==> config.mk <==
export PLATFORM = sky130hd
export DESIGN_NAME = led_blink_scheduler
export DESIGN_NICKNAME = d
export VERILOG_FILES = /design/src/rtl/led_blink_scheduler.sv
export SDC_FILE = /design/constraint.sdc
export NUM_CORES = 1
export LEC_CHECK = 0
export ABC_AREA = 1
export BUFFER_PORTS_ARGS = -buffer_cell sky130_fd_sc_hd__buf_2
export CAP_MARGIN = 10
export CORE_MARGIN = 1
export CORE_UTILIZATION = 60
export DETAILED_ROUTE_END_ITERATION = 6
export MAX_ROUTING_LAYER = met4
export PLACE_DENSITY_LB_ADDON = 0.1
export SETUP_SLACK_MARGIN = 0.5
export SYNTH_ARGS = -nofsm -noshare
export SYNTH_HDL_FRONTEND = slang
export SYNTH_SLANG_ARGS = --single-unit
==> constraint.sdc <==
create_clock -name i_clk_100MHz -period 8.3 [get_ports i_clk_100MHz]
set_clock_uncertainty 0.1 [all_clocks]
set_input_delay 0.83 -clock i_clk_100MHz [delete_from_list [all_inputs] [get_ports i_clk_100MHz]]
set_output_delay 0.83 -clock i_clk_100MHz [all_outputs]
set_load 0.05 [all_outputs]
==> src/rtl/led_blink_scheduler.sv <==
// Shared-prescaler LED scheduler: N_LEDS channels of OFF/ON/BLINK/ONESHOT driven from one base tick.
// Latency: an accepted config write lands on o_led two edges after acceptance; tick/led/done are registered.
// Backpressure: o_cfg_ready drops for the single APPLY cycle after each accepted write (max 1 write per 2 cycles).
module led_blink_scheduler #(
  parameter int CLK_HZ  = 100_000_000,
  parameter int TICK_HZ = 1_000,
  parameter int N_LEDS  = 4,
  parameter int PER_W   = 10
) (
  input  logic              i_clk_100MHz,
  input  logic              i_clr,
  input  logic              i_en,
  input  logic              i_cfg_valid,
  output logic              o_cfg_ready,
  input  logic [3:0]        i_cfg_ch,
  input  logic [1:0]        i_cfg_mode,
  input  logic [PER_W-1:0]  i_cfg_period,
  output logic              o_cfg_err,
  output logic              o_tick,
  output logic [N_LEDS-1:0] o_led,
  output logic [N_LEDS-1:0] o_done
);

  localparam int            TICK_DIV = CLK_HZ / TICK_HZ;
  localparam int            PRE_W    = (TICK_DIV > 1) ? $clog2(TICK_DIV) : 1;
  localparam logic [PRE_W-1:0] PRE_LAST = PRE_W'(TICK_DIV - 1);
  localparam logic [4:0]    N_LIM    = 5'(N_LEDS);

  localparam logic [1:0] M_OFF     = 2'b00;
  localparam logic [1:0] M_ON      = 2'b01;
  localparam logic [1:0] M_BLINK   = 2'b10;
  localparam logic [1:0] M_ONESHOT = 2'b11;

  typedef enum logic {S_IDLE, S_APPLY} state_e;

  // Last counter value for a stored period; a stored 0 behaves like 1.
  function automatic logic [PER_W-1:0] last_of(input logic [PER_W-1:0] p);
    return (p == '0) ? '0 : p - 1'b1;
  endfunction

  logic [PRE_W-1:0] pre_q, pre_d;
  logic             tick_q, tick_d;
  state_e           state_q, state_d;
  logic [3:0]       ch_q, ch_d;
  logic [1:0]       wmode_q, wmode_d;
  logic [PER_W-1:0] wper_q, wper_d;
  logic             apply_hit;

  logic [N_LEDS-1:0][1:0]       mode_q, mode_d;
  logic [N_LEDS-1:0][PER_W-1:0] per_q, per_d;
  logic [N_LEDS-1:0][PER_W-1:0] cnt_q, cnt_d;
  logic [N_LEDS-1:0]            led_q, led_d;
  logic [N_LEDS-1:0]            done_q, done_d;

  // Prescaler: free-runs while enabled, tick strobe is the registered wrap event.
  always_comb begin
    pre_d  = pre_q;
    tick_d = 1'b0;
    if (i_en) begin
      tick_d = (pre_q == PRE_LAST);
      pre_d  = (pre_q == PRE_LAST) ? '0 : pre_q + 1'b1;
    end
  end

  // Config FSM next state: latch the write in IDLE, spend exactly one cycle in APPLY.
  always_comb begin
    state_d     = state_q;
    ch_d        = ch_q;
    wmode_d     = wmode_q;
    wper_d      = wper_q;
    o_cfg_ready = (state_q == S_IDLE);
    case (state_q)
      S_IDLE: begin
        if (i_cfg_valid) begin
          ch_d    = i_cfg_ch;
          wmode_d = i_cfg_mode;
          wper_d  = i_cfg_period;
          state_d = S_APPLY;
        end
      end
      default: state_d = S_IDLE;
    endcase
    apply_hit = (state_q == S_APPLY) && ({1'b0, ch_q} < N_LIM);
    o_cfg_err = (state_q == S_APPLY) && !({1'b0, ch_q} < N_LIM);
  end

  // Channel next state: a write to this channel overrides any tick landing in the same cycle.
  always_comb begin
    mode_d = mode_q;
    per_d  = per_q;
    cnt_d  = cnt_q;
    led_d  = led_q;
    done_d = '0;
    for (int i = 0; i < N_LEDS; i++) begin
      if (apply_hit && (ch_q == 4'(i))) begin
        mode_d[i] = wmode_q;
        per_d[i]  = wper_q;
        cnt_d[i]  = '0;
        led_d[i]  = (wmode_q != M_OFF);
      end else if (tick_q && (mode_q[i] == M_BLINK || mode_q[i] == M_ONESHOT)) begin
        if (cnt_q[i] == last_of(per_q[i])) begin
          cnt_d[i] = '0;
          if (mode_q[i] == M_BLINK) begin
            led_d[i] = ~led_q[i];
          end else begin
            led_d[i]  = 1'b0;
            mode_d[i] = M_OFF;
            done_d[i] = 1'b1;
          end
        end else begin
          cnt_d[i] = cnt_q[i] + 1'b1;
        end
      end
    end
  end

  // State registers; reset also drops any write latched but not yet applied.
  always_ff @(posedge i_clk_100MHz or posedge i_clr) begin
    if (i_clr) begin
      pre_q   <= '0;
      tick_q  <= 1'b0;
      state_q <= S_IDLE;
      ch_q    <= '0;
      wmode_q <= M_OFF;
      wper_q  <= '0;
      mode_q  <= '0;
      per_q   <= {N_LEDS{PER_W'(1)}};
      cnt_q   <= '0;
      led_q   <= '0;
      done_q  <= '0;
    end else begin
      pre_q   <= pre_d;
      tick_q  <= tick_d;
      state_q <= state_d;
      ch_q    <= ch_d;
      wmode_q <= wmode_d;
      wper_q  <= wper_d;
      mode_q  <= mode_d;
      per_q   <= per_d;
      cnt_q   <= cnt_d;
      led_q   <= led_d;
      done_q  <= done_d;
    end
  end

  assign o_tick = tick_q;
  assign o_led  = led_q;
  assign o_done = done_q;

endmodule

Word level (Yosys, flattened, before mapping)
Index checks and enable logic that the tools add are counted.

Register bits after elaboration: 131. Bits of input ports: 20.

Multiplexer cells: 68. $lt $le $gt $ge: 1. $add $sub $neg: 9. Reductions and logical operators: 38. Equality and inequality tests: 20. Bitwise gates (word level): 5.

Operators with widths (number): 10-bit 2-to-1 mux (16); 10-bit by 1-bit adder with 10-bit output (second input constant) (4); 10-bit == test (4); 10-bit logical NOT (4); 10-bit by 1-bit subtractor with 10-bit output (second input constant) (4); 1-bit 2-to-1 mux (35); 2-bit 2-to-1 mux (16); 2-bit nonzero test (9); 17-bit by 1-bit adder with 17-bit output (second input constant) (1); 17-bit == test (second input constant) (1); 17-bit 2-to-1 mux (1); 2-bit == test (second input constant) (8); 3-bit AND reduction (4); 1-bit logical AND (10); 2-bit AND reduction (5); 4-bit by 2-bit == test with 1-bit output (second input constant) (2); 2-bit inequality test (second input constant) (4); 1-bit NOT (5); 4-bit by 1-bit == test with 1-bit output (second input constant) (1); 4-bit logical NOT (1); 1-bit logical OR (4); 4-bit by 3-bit less-than comparator with 1-bit output (second input constant) (1); 1-bit logical NOT (1).

Depth between registers and ports, before layout
Gate-level depths: netlist of the first run.

Depth in word-level cells: 6. Depth in mapped cells: 18. Gate-level depth less buffers: 17.

Least setup slack after synthesis of the first run
OpenSTA, ideal clock, no wires.

Path kind: reg2out. Start: reg state_q. End: out o_cfg_err. Data arrival time: 1.272 ns. Buffers on the path: 0. Cell stages (with the launch flop): 3. Setup slack: 6.098 ns. Required time: 7.370 ns. Cell sequence: dfrtp_1 inv_1 nor2_1.

Longest elaborated chain between the ends: 1.

RTL lines: start: declaration (line 43) `state_e state_q, state_d;`; start signal: assignment (line 134) `state_q <= state_d;`; 1-bit logical AND (line 84) `o_cfg_err = (state_q == S_APPLY) && !({1'b0, ch_q} < N_LIM);`; end: declaration (line 18) `output logic o_cfg_err,`.

No other way between the ends.

Final worst setup path of the first run
Start: reg ch_q[3]. End: reg cnt_q[24] in the netlist's numbering.

Longest elaborated chain between the ends: 4. Elaborated cells on any way between the ends: 6. Those cells by class: order compare: 1; eq/ne: 1; mux: 1; reduce/logical: 3.

RTL lines: start: declaration (line 44) `logic [3:0] ch_q, ch_d;`; start signal: assignment (line 135) `ch_q <= ch_d;`; 4-bit by 3-bit less-than comparator with 1-bit output (line 83) `apply_hit = (state_q == S_APPLY) && ({1'b0, ch_q} < N_LIM);`; 1-bit logical AND (line 83); 1-bit logical AND * (line 95) `if (apply_hit && (ch_q == 4'(i))) begin`; 10-bit 2-to-1 mux or 2-bit nonzero test (tied branches); end signal: assignment (line 140) `cnt_q <= cnt_d;`; end: declaration (line 51) `logic [N_LEDS-1:0][PER_W-1:0] cnt_q, cnt_d;`.

Mark *: on every way between the ends. The rest lies on a longest branch, timed or not. A chain may end at the register's enable or synchronous reset.

==> flow_summary.ini, run 1 <==
[floorplanning]
die_h_um = 116
initial_core_util_pct = 61.5
io_pins = 31
rows = 41
die_w_um = 116
die_area_um2 = 13500
core_area_um2 = 12700

[setup_path]
slowest_stage = nor3_2
slowest_delay_ps = 910
path_max_fanout = 23
worst_ep_arrival_time_ps = 3040
critical_path_required_ps = 8510
reg2reg_to = cnt_q[24]
cp-end-kind = register
regToRegStartpoint = ch_q[3]
crit_buf_inv = 1
cp-startpoint = ch_q[3]
critPathKind = reg -> reg
r2r_slack_ps = 5470
cp_top_family = simple AND/OR/NAND/NOR gates
crit_chain = nor2_1 > nand2_1 > nor3_2 > inv_2 > nand2_1 > nand2_1 > nor4_1 > nor2_1
reg2regPathDepth = 8
path_depth = 8
cp-start-kind = register
cp_common_cell = nand2_1

[clock_network]
post_cts_resized = 0
cts_buffers = 17
clk_pin_slew_ps = 60
clkSinkCount = 131
cts_max_level = 4
hold_buffers = 0
clockBufferDepth = 2
cts_setup_buffers = 0
root_buffer = clkbuf_16
cts_tree = done
clk_latency_ps = 430

[global_route]
gr-total-overflow = 0
grt_usage_pct = 29.4
first_global_vias = 6447
antenna_found_initial = 0
grt_pass1_wl_um = 29600
grt_max_degree = 76

[detailed_routing]
ant_nets = 0
vias = 6963
avgRoutedWirePerCell_um = 13.5
drt_iter0_markers = 543
drc = 0
first_pass_iters = 6
viasPerCell = 5.35
wl_um = 17500

[yosys]
async_flop_share_pct = 100
synth_most_common_cell = nand2_1
synth_compound_area_share_pct = 7.04
synth-seq-cells = 131
synth_top_area_share_pct = 40.8
syn_area_per_cell_um2 = 7.17
synth_xor_area_share_pct = 3.93
ys_seq_area_share_pct = 42.1
synth_top_family_by_area = simple AND/OR/NAND/NOR gates
synth_top_cells_by_count = 361 x nand2_1, 131 x inv_1, 127 x dfrtp_1
yosysWarnings = 0
synth_fa_ha_area_share_pct = 1.44
synth_edf_count = 0
synthTopCellsByArea = dfrtp_1 41%, nand2_1 17%, inv_1 6.3%, nand3_1 6.1%, nor2_1 3.9%
synth_cell_type_count = 38
synthCells = 1087
synthFlopType = dfrtp_1
syn_area_um2 = 7800
yosys.area_share.simple_pct = 36.9
yosysTopAreaCell = dfrtp_1
muxShareOfSynthArea_pct = 0
synth_fp_nets = 1116

[cells_and_area]
n_antenna_cell = 0
fin_nets = 1148
final_layout_size_suffix_gt1_share_pct = 10.4
fill_cells = 1100
design_area_um2 = 8630
seqCellArea_um2 = 3280
area_delta_synth_final_pct = 10.7
multi_input_area_um2 = 3850

[placed_design]
portBuffers = 30
dp_hpwl_um = 12400
place_area_um2 = 8080
place_congestion = 0.875

[min_path]
min_from = ch_q[3]
hold_end = ch_q[3]
hold_path.class = reg -> reg
hold_depth = 2

[sta]
timing.setup.tns_ps = 0
fmax_ghz = 0.354
post-route-period-util_pct = 34.1
setup_viol = 0
maxSlewViolCount = 0
rsz0062_at_grt = no
hold_violations = 0
whs_ps = 388
tightest_slew_ps = 1160
relSlewSlack_pct = 22.3
post-route-min-period_ps = 2830

[pwr]
power_density_nw_per_um2 = 321
power_mw = 2.77
power.static_leakage_nw = 4.34
vdd_ir_drop_max_mv = 0.168

[run]
cap_violations = 0

[status]
status = complete, no violations
==> cell usage in the layout (no fill, tap or decap), drive strengths merged, types with 22 or more instances in the layout <==
master and instances:
nand2 374, nor2 91, nand4 30, o22ai 25, nor3 22, nand3 102, o21ai 63, inv 143
xor2 33, buf 34, dfrtp 127
==> worst max path at each step <==
stage                            to  slack (ps)
after detailed placement  cnt_q[24]        5540
final                     cnt_q[24]        5470
after floorplan             ch_q[0]        3880
after CTS                 cnt_q[24]        5500
after global routing      cnt_q[24]        5190
after global placement    cnt_q[24]        5630
==> cells by family (layout without fill, tap and decap cells) <==
logic type / after synthesis / count (layout)
flip-flops: 131 / 131
adder cells (fa/ha/maj): 9 / 9
AND/OR/NAND/NOR: 645 / 645
AO/OA/AOI/OAI: 101 / 101
XOR/XNOR: 35 / 35
buffers and inverters: 166 / 209
==> where the power goes <==
group | leakage [nW] | internal, mW | switching (mW) | total (mW)
registers | 1.69 | 0.782 | 0.133 | 0.915
clock network | 0.271 | 0.430 | 0.278 | 0.708
logic | 2.37 | 0.393 | 0.750 | 1.14
==> per-stage QoR <==
step	setup WS (ps)	std cells	util, %
after floorplan	3880	1087	-
after global placement	5630	1272	63.7
after detailed placement	5540	1272	63.7
after CTS	5500	1302	68.1
after global routing	5190	1302	68.1
final	5470	1302	68.1
==> metal layers <==
metal	share of wire [%]	vias up	wire length [um]	global-route usage, %
met5	0	-	0	-
met4	1.5	0	268	9.15
met3	4.8	25	837	6.33
met2	47	172	8180	46.0
met1	47	3207	8260	38.4
li1	-	3559	-	-
==> sequential cells by signal, summed over array words and instances, names as in the netlist <==
signal and cells:
wper_q 10, o_led 4, o_tick 1, wmode_q 2, cnt_q 40, per_q 40, ch_q 4, o_done 4
state_q 1, pre_q 17, mode_q 8
==> cell type report <==
cell class,instances,area share (%)
Clock inverter,9,0.957
Multi-Input combinational cell,790,44.6
Inverter,145,6.37
Clock buffer,21,5.45
Tap cell,172,2.49
Sequential cell,131,38.1
Timing Repair Buffer,34,2.09
==> worst reg2reg max path: stages, from the launching register on <==
cell and delay (ps):
dfrtp_1 380, nor2_1 140, nand2_1 170, nor3_2 910, inv_2 210, nand2_1 390
nand2_1 150, nor4_1 190, nor2_1 70
Power figures use the tool's default switching activity.
==> run 2: changes to the inputs <==
==> constraint.sdc (replaced) <==
create_clock -name i_clk_100MHz -period 2.8 [get_ports i_clk_100MHz]
set_clock_uncertainty 0.1 [all_clocks]
set_input_delay 0.28 -clock i_clk_100MHz [delete_from_list [all_inputs] [get_ports i_clk_100MHz]]
set_output_delay 0.28 -clock i_clk_100MHz [all_outputs]
set_load 0.05 [all_outputs]
==> run 2 against run 1 <==
The flow now finishes with violations (negative hold slack). Wire length rose by 11%. Clock-buffer cell count grew 2. Power rose to 3.2 times the previous value. First-iteration DRC count increased by 35%. Register-to-register slack worse by 5000 ps. Fmax up 24%. Global-route usage is 0.74 points higher. Cell count up 3.4%. Critical path type unchanged. Critical endpoint is now o_led[1]. Largest power group unchanged. Highest routed layer unchanged.
==> flow_summary.ini, run 2 (synthesis results as in run 1) <==
[status]
status = finished with violations
violations = negative hold slack

[detailed_routing]
ant_nets = 0
drt_iter0_markers = 735
drc = 0
viasPerCell = 5.45
vias = 7329
avgRoutedWirePerCell_um = 14.4
first_pass_iters = 6
wl_um = 19400

[clock_network]
root_buffer = clkbuf_16
cts_max_level = 4
cts_tree = done
cts_buffers = 17
clkSinkCount = 131
clockBufferDepth = 2
clk_latency_ps = 420
clk_pin_slew_ps = 60

[placed_design]
place_ws_ps = 390
dp_hpwl_um = 12400
portBuffers = 30
place_congestion = 0.918

[setup_path]
worst_ep_arrival_time_ps = 2490
reg2reg_to = o_led[1]
r2r_slack_ps = 520
critPathKind = reg -> reg
regToRegStartpoint = per_q[11]
critical_path_required_ps = 3010
reg2regPathDepth = 17
path_max_fanout = 9
cp-start-kind = register
cp-end-kind = register

[pwr]
vdd_ir_drop_max_mv = 0.613
power.static_leakage_nw = 4.56
power_density_nw_per_um2 = 970

[cells_and_area]
fin_nets = 1190
mostFrequentLayoutCells = 350 x nand2_1, 127 x dfrtp_1, 123 x inv_1
largestRegisters = cnt_q (40), per_q (40), pre_q (17)
area_delta_synth_final_pct = 18.6
mostFrequentLayoutCell = nand2_1
n_antenna_cell = 0
fill_cells = 1031
final_layout_size_suffix_gt1_share_pct = 15.6

[sta]
maxSlewViolCount = 0
setup_viol = 0
timing.setup.tns_ps = 0
finalWorstSetupSlack_ps = 522
post-route-min-period_ps = 2280
fmax_ghz = 0.439
relSlewSlack_pct = 50.5
post-route-period-util_pct = 81.3
tightest_slew_ps = 742
whs_ps = -3.82
hold_violations = 1
rsz0062_at_grt = yes

[min_path]
hold_depth = 3
hold_end = wper_q[3]
hold_path.class = in -> reg
min_from = i_cfg_period[3]

[global_route]
grt_usage_pct = 30.2
first_global_vias = 6666
grt_max_degree = 132
antenna_found_initial = 0
gr-total-overflow = 0
grt_pass1_wl_um = 30500

[floorplanning]
die_area_um2 = 13500
io_pins = 31
die_h_um = 116
rows = 41
core_area_um2 = 12700
die_w_um = 116
initial_core_util_pct = 61.5

[run]
cap_violations = 0
## run 2: cell type report
cell class	instances	area, um2	area share [%]
Multi-Input combinational cell	800	4140	44.8
Sequential cell	131	3280	35.5
Inverter	145	553	5.98
Timing Repair Buffer	66	483	5.22
Clock buffer	23	468	5.06
Tap cell	172	215	2.33
Clock inverter	9	105	1.14
## run 2: worst max-delay path by stage
| stage | cells past startpoint | to | startpoint |
|---|---|---|---|
| floorplan | 15 | mode_q[3] | per_q[10] |
| global route | 15 | cnt_q[19] | per_q[16] |
| global placement | 15 | cnt_q[10] | per_q[10] |
| finish | 17 | o_led[1] | per_q[11] |
| CTS | 15 | mode_q[6] | per_q[30] |
| detailed placement | 15 | cnt_q[15] | per_q[10] |
## run 2: critical path: stages, from the launching register on
cell	delay (ps)
dfrtp_1	370
inv_2	90
ha_4	180
nand2_4	60
nor2_4	220
nand3_4	170
nand2_1	140
nand2_1	80
nand2_1	60
inv_1	60
nand2_1	80
nor2_1	50
nand3_2	70
nand2_4	70
buf_12	150
buf_4	120
nand3_1	50
nand2_1	50
## run 2: per-layer routing
layer | GRT usage, % | up-vias | wire [um]
li1 | - | 3649 | -
met3 | 6.12 | 44 | 863
met1 | 39.7 | 3425 | 8990
met4 | 9.57 | 0 | 467
met5 | - | - | 0
met2 | 46.9 | 211 | 9100
## run 2: per-stage QoR
| step | power, mW | hold slack (ps) | cell area, um2 | instances | utilization, % |
|---|---|---|---|---|---|
| 2_1_floorplan | 5.47 | 290 | 7800 | 1087 | - |
| 3_3_place_gp | 6.02 | 370 | 8110 | 1275 | 64.0 |
| 3_5_place_dp | 6.09 | 375 | 8110 | 1275 | 64.0 |
| 4_1_cts | 8.42 | 2.24 | 8900 | 1325 | 70.3 |
| 5_1_grt | 9.61 | 10.9 | 9250 | 1346 | 73.0 |
| 6_report | 8.97 | -3.82 | 9250 | 1346 | 73.0 |
## run 2: timing repair
item / in CTS / in global routing
endpoints found under the setup margin: 32 / 53
hold endpoints to repair: 14 / 11
hold buffers: 14 / 1
pin swaps: 1 / 23
setup buffers: 1 / 13
gates resized for setup: 12 / 51
cloned: 3 / 7
## run 2: power by group
part           total [mW]  switching, mW  internal (mW)  leakage [nW]
Combinational        4.06           2.64           1.42          2.59
Sequential           2.74          0.423           2.32          1.69
Clock                2.17          0.816           1.35         0.281
Total                8.97           3.88           5.09          4.56
